**src/rtl/sub_8bit_pipe.sv**
```systemverilog
// Two-stage valid/ready 8-bit subtractor: low nibble in S1, high nibble and final borrow in S2.
// Define SUB_SATURATE_EN to clamp negative results to 9'h100 (borrow set, difference zero).
module sub_8bit_pipe (
  input  logic       clk,
  input  logic       rst,
  input  logic [7:0] a,
  input  logic [7:0] b,
  input  logic       in_valid,
  output logic       in_ready,
  output logic [8:0] diff,
  output logic       out_valid,
  input  logic       out_ready
);

  logic       s1_v_q;
  logic [3:0] s1_lo_q;
  logic       s1_bl_q;
  logic [3:0] s1_ah_q;
  logic [3:0] s1_bh_q;
  logic       s2_v_q;
  logic [8:0] s2_diff_q;

  logic       s1_en;
  logic       s2_en;
  logic [4:0] lo_d;
  logic [4:0] hi_d;
  logic [8:0] res_d;

  // S1 may load whenever S2 is draining in the same edge, giving full-throughput handoff.
  assign s2_en    = !s2_v_q | out_ready;
  assign s1_en    = !s1_v_q | s2_en;
  assign in_ready = s1_en & !rst;

  always_comb begin
    lo_d = {1'b0, a[3:0]} - {1'b0, b[3:0]};
    hi_d = {1'b0, s1_ah_q} - {1'b0, s1_bh_q} - {4'b0000, s1_bl_q};
`ifdef SUB_SATURATE_EN
    res_d = hi_d[4] ? 9'h100 : {1'b0, hi_d[3:0], s1_lo_q};
`else
    res_d = {hi_d[4], hi_d[3:0], s1_lo_q};
`endif
  end

  always_ff @(posedge clk) begin
    if (rst) begin
      s1_v_q    <= 1'b0;
      s1_lo_q   <= 4'h0;
      s1_bl_q   <= 1'b0;
      s1_ah_q   <= 4'h0;
      s1_bh_q   <= 4'h0;
      s2_v_q    <= 1'b0;
      s2_diff_q <= 9'h000;
    end else begin
      if (s1_en) begin
        s1_v_q <= in_valid;
        if (in_valid) begin
          s1_lo_q <= lo_d[3:0];
          s1_bl_q <= lo_d[4];
          s1_ah_q <= a[7:4];
          s1_bh_q <= b[7:4];
        end
      end
      // Only real transactions overwrite diff, so an idle output keeps its last value.
      if (s2_en) begin
        s2_v_q <= s1_v_q;
        if (s1_v_q) s2_diff_q <= res_d;
      end
    end
  end

  assign diff      = s2_diff_q;
  assign out_valid = s2_v_q;

endmodule

```
**config.mk**
```make
export PLATFORM = sky130hd
export DESIGN_NAME = sub_8bit_pipe
export DESIGN_NICKNAME = d
export VERILOG_FILES = /design/src/rtl/sub_8bit_pipe.sv
export SDC_FILE = /design/constraint.sdc
export NUM_CORES = 1
export LEC_CHECK = 0
export BUFFER_PORTS_ARGS = -buffer_cell sky130_fd_sc_hd__buf_2
export CAP_MARGIN = 20
export CORE_MARGIN = 2
export CORE_UTILIZATION = 38
export CTS_BUF_LIST = sky130_fd_sc_hd__clkbuf_4 sky130_fd_sc_hd__clkbuf_8 sky130_fd_sc_hd__clkbuf_16
export DETAILED_ROUTE_END_ITERATION = 8
export GPL_TIMING_DRIVEN = 1
export PLACE_DENSITY = 0.74
export SLEW_MARGIN = 15
export SYNTH_ARGS = -nofsm -noshare
export SYNTH_HDL_FRONTEND = slang
export SYNTH_SLANG_ARGS = --single-unit
```
**constraint.sdc**
```tcl
create_clock -name clk -period 1.74 [get_ports clk]
set_input_delay 0.087 -clock clk [delete_from_list [all_inputs] [get_ports clk]]
set_output_delay 0.087 -clock clk [all_outputs]
set_load 0.03 [all_outputs]
```
==> results of run 1 <==
[state kept, by name, summed over array words and instances (netlist names)]
signal and flops:
out_valid 1, s1_v_q 1, s1_lo_q 4, s1_ah_q 4, diff 9, s1_bl_q 1, s1_bh_q 4
[cells by family (layout without fill, tap and decap cells)]
logic type      Yosys count  after routing  synth area share [%]
compound gates           31             31                  15.1
simple gates             52             52                  20.9
flops                    24             24                  39.1
fa+ha+maj                13             13                  15.1
buf+inv                  21             53                  7.83
xor+xnor                  3              3                  2.14
[power by group]
part	switching, mW	internal [mW]
Sequential	0.0208	0.586
Clock	0.159	0.0808
Combinational	0.155	0.127
Total	0.334	0.794
[worst max-delay path, delay by kind of cell, from the launching register on]
family | cells | cell delay, ns
AND/OR/NAND/NOR | 1 | 0.15
buffers and inverters | 1 | 0.04
AO/OA/AOI/OAI | 2 | 0.33
XOR/XNOR | 1 | 0.07
adder cells (fa/ha/maj) | 2 | 0.75
flip-flops | 1 | 0.35
[area by class of cell]
type / instances / area (um^2) / share of cell area [%]
well taps: 44 / 55.1 / 3.69
clock buffers: 3 / 22.5 / 1.51
multi-input cells: 99 / 676 / 45.3
repair buffers: 35 / 198 / 13.3
flip-flops and latches: 24 / 483 / 32.4
inverters: 15 / 56.3 / 3.78
[what timing repair did]
item                       in CTS  in global routing
resized for setup               7                  1
buffers inserted                0                  0
hold buffers                    4                  0
pin swaps                       5                  0
hold endpoints to repair        4                  0
setup endpoints to repair       2                  2
[how the worst min path moves through the flow]
stage	cells after the start	startpoint	slack, ns	to
floorplan	2	in_valid	0.21	s1_v_q$_SDFFE_PP0N_
global placement	3	a[4]	0.33	s1_ah_q[0]$_SDFFE_PP0P_
detailed placement	3	a[4]	0.33	s1_ah_q[0]$_SDFFE_PP0P_
CTS	3	a[6]	0.002	s1_ah_q[2]$_SDFFE_PP0P_
global route	3	a[6]	0.003	s1_ah_q[2]$_SDFFE_PP0P_
finish	3	a[6]	0.007	s1_ah_q[2]$_SDFFE_PP0P_
[cells in the mapped netlist (2+ instances only)]
master / count / area [um^2]
sky130_fd_sc_hd__nand2b_1: 2 / 12.5
sky130_fd_sc_hd__ha_1: 10 / 125
sky130_fd_sc_hd__buf_2: 2 / 10.0
sky130_fd_sc_hd__a21oi_1: 17 / 85.1
sky130_fd_sc_hd__nand2_1: 31 / 116
sky130_fd_sc_hd__fa_1: 3 / 60.1
sky130_fd_sc_hd__a21oi_2: 2 / 17.5
sky130_fd_sc_hd__nor2_1: 8 / 30.0
sky130_fd_sc_hd__buf_6: 2 / 22.5
sky130_fd_sc_hd__xnor2_1: 3 / 26.3
sky130_fd_sc_hd__a211oi_1: 3 / 22.5
sky130_fd_sc_hd__o21ai_0: 4 / 20.0
sky130_fd_sc_hd__inv_1: 15 / 56.3
sky130_fd_sc_hd__dfxtp_1: 24 / 480
sky130_fd_sc_hd__nand3b_1: 2 / 15.0
sky130_fd_sc_hd__clkbuf_1: 2 / 7.51
[layer usage]
layer	up-vias	global-route usage [%]	wire length, um
li1	534	-	-
met1	422	18.3	1170
met2	28	22.0	978
met3	2	3.20	112
met4	0	5.28	17
met5	-	0	0
[metrics by stage]
stage	utilization [%]	hold slack (ns)
after floorplan	-	0.208
after global placement	46.0	0.331
after detailed placement	46.0	0.335
after CTS	48.4	0.00218
after global routing	48.4	0.00303
final	48.4	0.00696
==> flow_results.org, run 1 <==
** Logic synthesis
- Count of different cell masters after synthesis :: 30
- Fraction of registers with async set/reset :: 0%
- The cell count after synthesis came out at 144.
- Sequential area share after synthesis :: around two fifths
- Prevailing post-synth register cell :: sky130_fd_sc_hd__dfxtp_1
- Synthesized Nets :: between 150 and 200
- Each instance of the synthesized netlist takes up on average 8.54 um^2.
- For this run, the number of Yosys warnings is 0.
- Cell area after technology mapping :: 1230 um^2
- In this run, synthesis produced a sequential element count of 24.
- Number of enable flip-flop cells after synthesis :: 0

** Floorplanning
- Overall die area :: between 3000 and 4000 um^2
- Area of the core region :: between 3000 and 4000 um^2
- Once the floorplan was initialized, standard cells occupied 40.0% of the core.
- Height of the die :: just over 60 um
- Cell row count :: 20
- The die is 60.9 um wide.
- 31 I/O pins were placed.

** Run status
- Result of the run :: complete, but fails checks
- The final reports fail on negative setup slack.

** Worst setup path
- Worst setup EP type :: flop
- Delay of the slowest cell on the worst path :: 0.40 ns
- Reg2Reg Capture Point :: diff[8]$_SDFFE_PP0P_
- Crit path DAT :: 2.01 ns
- The most numerous cell type found on the critical path is sky130_fd_sc_hd__fa_2.
- Measured in cells, the most critical reg-to-reg path has a length of 7.
- The startpoint identified for the worst register-to-register timing path is s1_bh_q[0]$_SDFFE_PP0P_.
- STA classifies the critical path startpoint as a flop.
- Crit Path Category :: reg -> reg
- Data required time at the worst endpoint :: 1.97 ns
- The setup check on the worst reg-to-reg path leaves a slack of -0.04 ns.
- The largest individual stage delay along the critical path comes from the cell sky130_fd_sc_hd__fa_2.
- Maximum fanout along the worst path :: 2
- Tracing the worst setup path back leads to its startpoint at s1_bh_q[0]$_SDFFE_PP0P_.
- The most critical setup path has its endpoint at diff[8]$_SDFFE_PP0P_.
- The critical path goes through inv_2 > fa_2 > fa_2 > nand2b_4 > a21oi_2 > xnor2_1 > a211oi_1.

** Timing
- The max-slew violation count came to 0.
- Across all setup checks in the final design, the least slack found is -0.0445 ns.
- Derived from the worst setup path, the maximum achievable clock frequency is 560 MHz.
- On the final layout, the worst clock skew is 0.00441 ns.
- The final critical path takes up 103% of the cycle.
- Slew @ Worst Pin :: ~0.5 ns
- Count of final hold-check violations :: 0
- Final setup violation count :: 2
- Post-layout min period :: 1.78 ns
- Worst rel slew slack :: roughly 67%
- Sum Neg Setup Slack :: -0.0460 ns
- Setup repair after global routing could not meet its margin everywhere.

** Layout
- Growth of design area from synthesis to finish :: 21.2%
- Summing all non-filler instances in the final layout gives an area of ~1500 um^2.
- The layout has 321 filler cells.
- Final antenna diode count :: 0
- Fin nets :: 211
- In the final layout, the share of cells above drive strength 1 is 29.5%.
- Leaving out fill and tap cells, the most frequent cells in the layout are sky130_fd_sc_hd__nand2_1 (31), sky130_fd_sc_hd__buf_2 (30), sky130_fd_sc_hd__dfxtp_1 (22).
- Most common cell after layout, fill and taps aside :: sky130_fd_sc_hd__nand2_1
- Count of non-filler cells in the finished layout :: 220

** Global route
- For this run the aggregate overflow at the end of global routing stands at 0.
- Entering global routing, the biggest net connects 26 pins.
- Via count of the first global-routing pass :: 877
- Number of antenna violations at the first check in global routing :: 0
- Global-route usage over all layers :: between 10 and 15%
- First-pass GRT wire length :: 3.82 mm

** CTS
- Number of clock sinks seen by CTS :: 24
- Clock slew at the register clock pins of the worst setup and hold paths :: roughly 0.13 ns
- Buffer levels on the longest clock path :: 2
- Number of buffers inserted during clock tree synthesis :: 3
- CTS HTree Levels :: 1
- In this run the clock root is driven by a sky130_fd_sc_hd__clkbuf_4.
- Worst-skew pair later-pin latency :: 0.31 ns
- TritonCTS built the clock tree.

** Placed design
- OpenSTA, run right after detailed placement, puts the worst setup slack at -0.141 ns.
- The count of buffers added on input and output ports is 30.
- Routability-driven placement finished with a final weighted congestion of ~0.74.
- Placed instance area :: 1420 um^2
- Detailed placement finished with a half-perimeter wire length of 1.66 mm.
- Dpl cells :: 213

** Pwr
- Leakage power total :: just under 0.7 nW
- Ratio of total power to cell area :: 757 nW/um^2
- The worst-case IR drop observed on VDD is slightly below 300 uV.
- Overall power consumption after layout is estimated at 1.13 mW.

** Route
- Dividing the detail-routed wire length by the instance count gives 10.4 um.
- The detailed router finished its first iteration with 37 violations.
- Initial DRT Pass Iterations :: 4
- In the routed design, unresolved DRC markers number 0.
- Across all layers, the routed design uses 986 vias.
- Once detail routing completed, the nets flagged for antenna violations numbered 0.
- Vias per cell :: between 4 and 5
- Total length of routed wires :: ~2.3 mm

** Run
- The tool flagged a number of max-cap violations equal to 0.

** Hold path
- Worst Hold Class :: in -> reg
No activity file was read; power rests on OpenSTA's default activity.
==> run 2, diff against run 1 <==
--- a/config.mk
+++ b/config.mk
@@ -5,6 +5,7 @@
 export SDC_FILE = /design/constraint.sdc
 export NUM_CORES = 1
 export LEC_CHECK = 0
+export ABC_AREA = 1
 export BUFFER_PORTS_ARGS = -buffer_cell sky130_fd_sc_hd__buf_2
 export CAP_MARGIN = 20
 export CORE_MARGIN = 2
@@ -12,8 +13,7 @@
 export CTS_BUF_LIST = sky130_fd_sc_hd__clkbuf_4 sky130_fd_sc_hd__clkbuf_8 sky130_fd_sc_hd__clkbuf_16
 export DETAILED_ROUTE_END_ITERATION = 8
 export GPL_TIMING_DRIVEN = 1
-export PLACE_DENSITY = 0.74
-export SLEW_MARGIN = 15
+export PLACE_DENSITY = 0.73
 export SYNTH_ARGS = -nofsm -noshare
 export SYNTH_HDL_FRONTEND = slang
 export SYNTH_SLANG_ARGS = --single-unit
==> run 2 against run 1 <==
The run now ends clean; total power is 7.2% higher; fmax is 5.9% higher; largest cell class unchanged; worst setup slack better by 0.099 ns; critical endpoint is now diff[7]$_SDFFE_PP0P_; combinational power is 8.5% higher; clock power is 21% higher; clock skew is 0.0023 ns higher; worst hold slack better by 0.013 ns; area after synthesis is 1.9% higher; clock-buffer cell count is 1 higher; flip-flop and latch count stayed put.
==> flow_results.org, run 2 <==
** Run status
- The flow ran to the end, and the final reports show no timing, DRC or antenna violations.

** Worst setup path
- The worst setup path is captured at a flop.
- Crit Path Category :: reg -> reg
- Reg-to-reg critical path startpoint :: s1_bl_q$_SDFFE_PP0P_
- The minimum setup slack among reg-to-reg paths came to 0.05 ns (+0.10 ns).
- The logic depth of the worst register-to-register path is 8 (+1).
- Critical path launch point type :: flop
- The worst-path maximum fanout came to 2 (unchanged).
- CP startpoint :: s1_bl_q$_SDFFE_PP0P_
- The critical path data arrival time was 1.90 ns (-0.11 ns).
- Reg2Reg Capture Point :: diff[7]$_SDFFE_PP0P_
- Capturing element of the worst setup path :: diff[7]$_SDFFE_PP0P_
- Data required time at the worst endpoint :: 1.96 ns (about the same)

** Placed design
- Count of port buffers added during placement :: 30 (unchanged)
- Global placer's final weighted congestion :: 0.709 (-3.9%)
- The HPWL reported at the end of detailed placement was 1.63 mm (-1.8%).
- Pre-CTS setup slack :: 0.0112 ns (+0.152 ns)

** Timing
- The final worst setup slack is 0.0542 ns (+0.0988 ns).
- Count of final hold-check violations :: 0 (unchanged)
- The remaining max-slew budget at the tightest pin was 81.1% (+14 points).
- Setup repair after global routing could not meet its margin everywhere.
- The final clock period utilization by the worst path was 96.9% (-5.7 points).
- Slew @ Worst Pin :: 0.283 ns (-0.213 ns)
- The time the worst path needs with I/O delays and setup was 1.69 ns (-0.0988 ns).
- Achievable clock frequency :: 593 MHz (+5.9%)
- Sum Neg Setup Slack :: 0 ns (+0.0460 ns)
- Clk_skew :: 0.00671 ns (+0.00230 ns)
- The max-slew violation count is 0 (unchanged).
- Final setup violation count :: 0 (-2)

** Floorplanning
- The initial cell density of the core came to 40.4% (+0.44 points).
- The overall die area came to 3770 um^2 (+1.8%).
- The number of placement rows was 20 (unchanged).
- The count of pins on the block boundary was 31 (unchanged).
- Die Width :: 61.4 um (+0.90%)
- The area of the placeable core was 3100 um^2 (+0.81%).
- Height of the die :: 61.4 um (+0.90%)

** Route
- DRC violation count after routing :: 0 (unchanged)
- The wire length per cell was 9.12 um (-12%).
- Number of nets still failing antenna checks after routing :: 0 (unchanged)
- The via count normalized by instance count came to 4.43 (-1.1%).
- Total length of routed wires :: 2.16 mm (-5.2%)
- The number of vias in the routed layout was 1050 (+6.5%).
- Initial DRT Pass Iterations :: 4 (unchanged)
- The count of routing violations after the opening detailed-route iteration is 55 (+49%).

** Logic synthesis
- After synthesis, the most frequently instantiated cells are sky130_fd_sc_hd__nor2_1 (29), sky130_fd_sc_hd__inv_1 (27), sky130_fd_sc_hd__dfxtp_1 (24), sky130_fd_sc_hd__o21ai_0 (20), sky130_fd_sc_hd__nand2_1 (19).
- The netlist area before placement came to 1250 um^2 (+1.9%).
- Compound-cell area share of the yosys netlist :: 13.2% (-1.9 points)
- The count of distinct cell types in the synthesized netlist came to 17 (-43%).
- Sorting the synthesized cells by area gives the leading types as sky130_fd_sc_hd__dfxtp_1 (38%), sky130_fd_sc_hd__ha_1 (10%), sky130_fd_sc_hd__nor2_1 (8.7%).
- The count of flip-flops with a built-in enable after synthesis is 0 (unchanged).
- Synthesized Nets :: 196 (+11%)
- The mux contribution to synthesized area came to 0% (unchanged).
- Number of cells produced by synthesis :: 163 (+13%)
- The fraction of the mapped netlist area in adder cells is 14.8% (-0.29 points).
- The sequential cell area fraction in the yosys report was 38.3% (-0.74 points).
- Fraction of synthesized cell area taken by the top area cell type :: 38.3% (-0.74 points)
- Prevailing post-synth register cell :: sky130_fd_sc_hd__dfxtp_1
- Flops & latches, synth :: 24 (unchanged)
- Mean instance size in the synthesized netlist :: 7.69 um^2 (-9.9%)
- Fraction of registers with async set/reset :: 0% (unchanged)
- sky130_fd_sc_hd__nor2_1 is the most common cell in the netlist.
- The simple-gate share of the synthesized area is 19.2% (-1.7 points).
- Yosys synthesis warning count :: 0 (unchanged)
- Cell taking the most area after synthesis :: sky130_fd_sc_hd__dfxtp_1
- By area, the combinational part of the netlist is dominated by simple AND/OR/NAND/NOR gates.
- Xor and xnor fraction of the mapped netlist area :: 1.40% (-0.74 points)

** CTS
- TritonCTS built the clock tree.
- The CTS buffer count came to 3 (unchanged).
- The root buffer cell chosen for the clock tree is sky130_fd_sc_hd__clkbuf_4.
- The clock transition at the register clock pins on the worst setup and hold paths after CTS came to 0.12 ns (about the same).
- The worst-skew pair later-pin latency is 0.31 ns (about the same).
- The clock tree buffer depth is 2 (unchanged).
- The count of H-tree levels built during CTS came to 1 (unchanged).
- Number of clock sinks seen by CTS :: 24 (unchanged)

** Layout
- The final net count came to 227 (+7.6%).
- The antenna cell count came to 0 (unchanged).
- Most common cell after layout, fill and taps aside :: sky130_fd_sc_hd__buf_2
- Leaving out fill and tap cells, the most frequent cells in the layout are sky130_fd_sc_hd__buf_2 (30), sky130_fd_sc_hd__nor2_1 (29), sky130_fd_sc_hd__inv_1 (26).
- Largest register FFs :: 9 (unchanged)
- Growth of design area from synthesis to finish :: 16.7%
- The fraction of layout instances using a drive strength above 1 is 23.8% (-5.7 points).

** Hold path
- The worst hold path stage count came to 3 (unchanged).
- Worst Hold Class :: in -> reg

** Global route
- Grt total ovfl :: 0 (unchanged)
- The largest net degree at the start of global routing is 22 (-15%).
- Global-route usage over all layers :: 12.4% (-1.5 points)
- The global routing usage on met2 came to 20.2% (-1.8 points).
- The met1 track demand over resource in global routing came to 15.8% (-2.5 points).
- First-pass GRT wire length :: 3.49 mm (-8.7%)
- Global Route met3 Usage :: 1.89% (-1.3 points)
- Number of antenna violations at the first check in global routing :: 0 (unchanged)
- Via count of the first global-routing pass :: 855 (-2.5%)
- After global routing, the most crowded layer is met2.

** Pwr
- The total chip power was 1.21 mW (+7.2%).
- The power density of the placed cells is 827 nW/um^2 (+9.3%).
- The leakage power is 0.748 nW (+11%).
- IR Drop Worst-Case VDD :: 248 uV (-14%)

** Run
- The number of max-cap violations came to 0 (unchanged).
run 2: worst min-delay path by stage:
stage | start | to | slack, ns
floorplan | rst | out_valid$_SDFFE_PP0P_ | 0.16
global placement | rst | s1_lo_q[2]$_SDFFE_PP0P_ | 0.32
detailed placement | rst | s1_v_q$_SDFFE_PP0N_ | 0.32
CTS | b[6] | s1_bh_q[2]$_SDFFE_PP0P_ | 0.02
global route | b[7] | s1_bh_q[3]$_SDFFE_PP0P_ | 0.04
finish | b[6] | s1_bh_q[2]$_SDFFE_PP0P_ | 0.02
run 2: cells by family (layout without fill, tap and decap cells):
logic type	count (synthesis)	count (layout)
buffers and inverters	34	64
XOR/XNOR	2	2
AO/OA/AOI/OAI	33	33
flip-flops	24	24
adder cells (fa/ha/maj)	13	13
AND/OR/NAND/NOR	57	57
run 2: final cells by class:
cell class | instances | area (um^2)
fill | 324 | 1640
multi-input combinational | 105 | 617
clock buffer | 4 | 36.3
timing repair buffer | 31 | 160
tap | 44 | 55.1
sequential | 24 | 482
inverter | 29 | 113
run 2: power breakdown:
part	switching, mW	internal (mW)	total (mW)
registers	0.0211	0.593	0.614
clock network	0.162	0.128	0.290
logic	0.185	0.121	0.306
run 2: worst max-delay path, stage by stage (launching register included):
cell,delay (ns)
sky130_fd_sc_hd__dfxtp_2,0.34
sky130_fd_sc_hd__inv_1,0.05
sky130_fd_sc_hd__fa_2,0.57
sky130_fd_sc_hd__inv_1,0.05
sky130_fd_sc_hd__ha_1,0.19
sky130_fd_sc_hd__o21ai_2,0.15
sky130_fd_sc_hd__a21oi_1,0.09
sky130_fd_sc_hd__nor2_1,0.11
sky130_fd_sc_hd__nor2_1,0.04
run 2: per-stage QoR:
step | area [um^2] | std cells | hold slack (ns) | util, %
3_3_place_gp | 1400 | 232 | 0.317 | 45.2
6_report | 1460 | 237 | 0.0199 | 47.1
4_1_cts | 1450 | 237 | 0.0171 | 46.8
5_1_grt | 1460 | 237 | 0.0447 | 47.1
2_1_floorplan | 1250 | 163 | 0.156 | -
3_5_place_dp | 1400 | 232 | 0.317 | 45.2
run 2: metal layers:
layer,vias to the layer above,wire length (um)
met5,-,0
met4,0,48
met3,4,88
met2,25,961
met1,449,1060
li1,572,-
run 2: repair_timing:
action / in CTS / in global routing
gates resized for setup: 2 / 4
pin swaps: 0 / 1
endpoints found under the setup margin: 2 / 3
hold buffers: 1 / 0
endpoints found under the hold margin: 3 / 0
setup buffers: 0 / 0
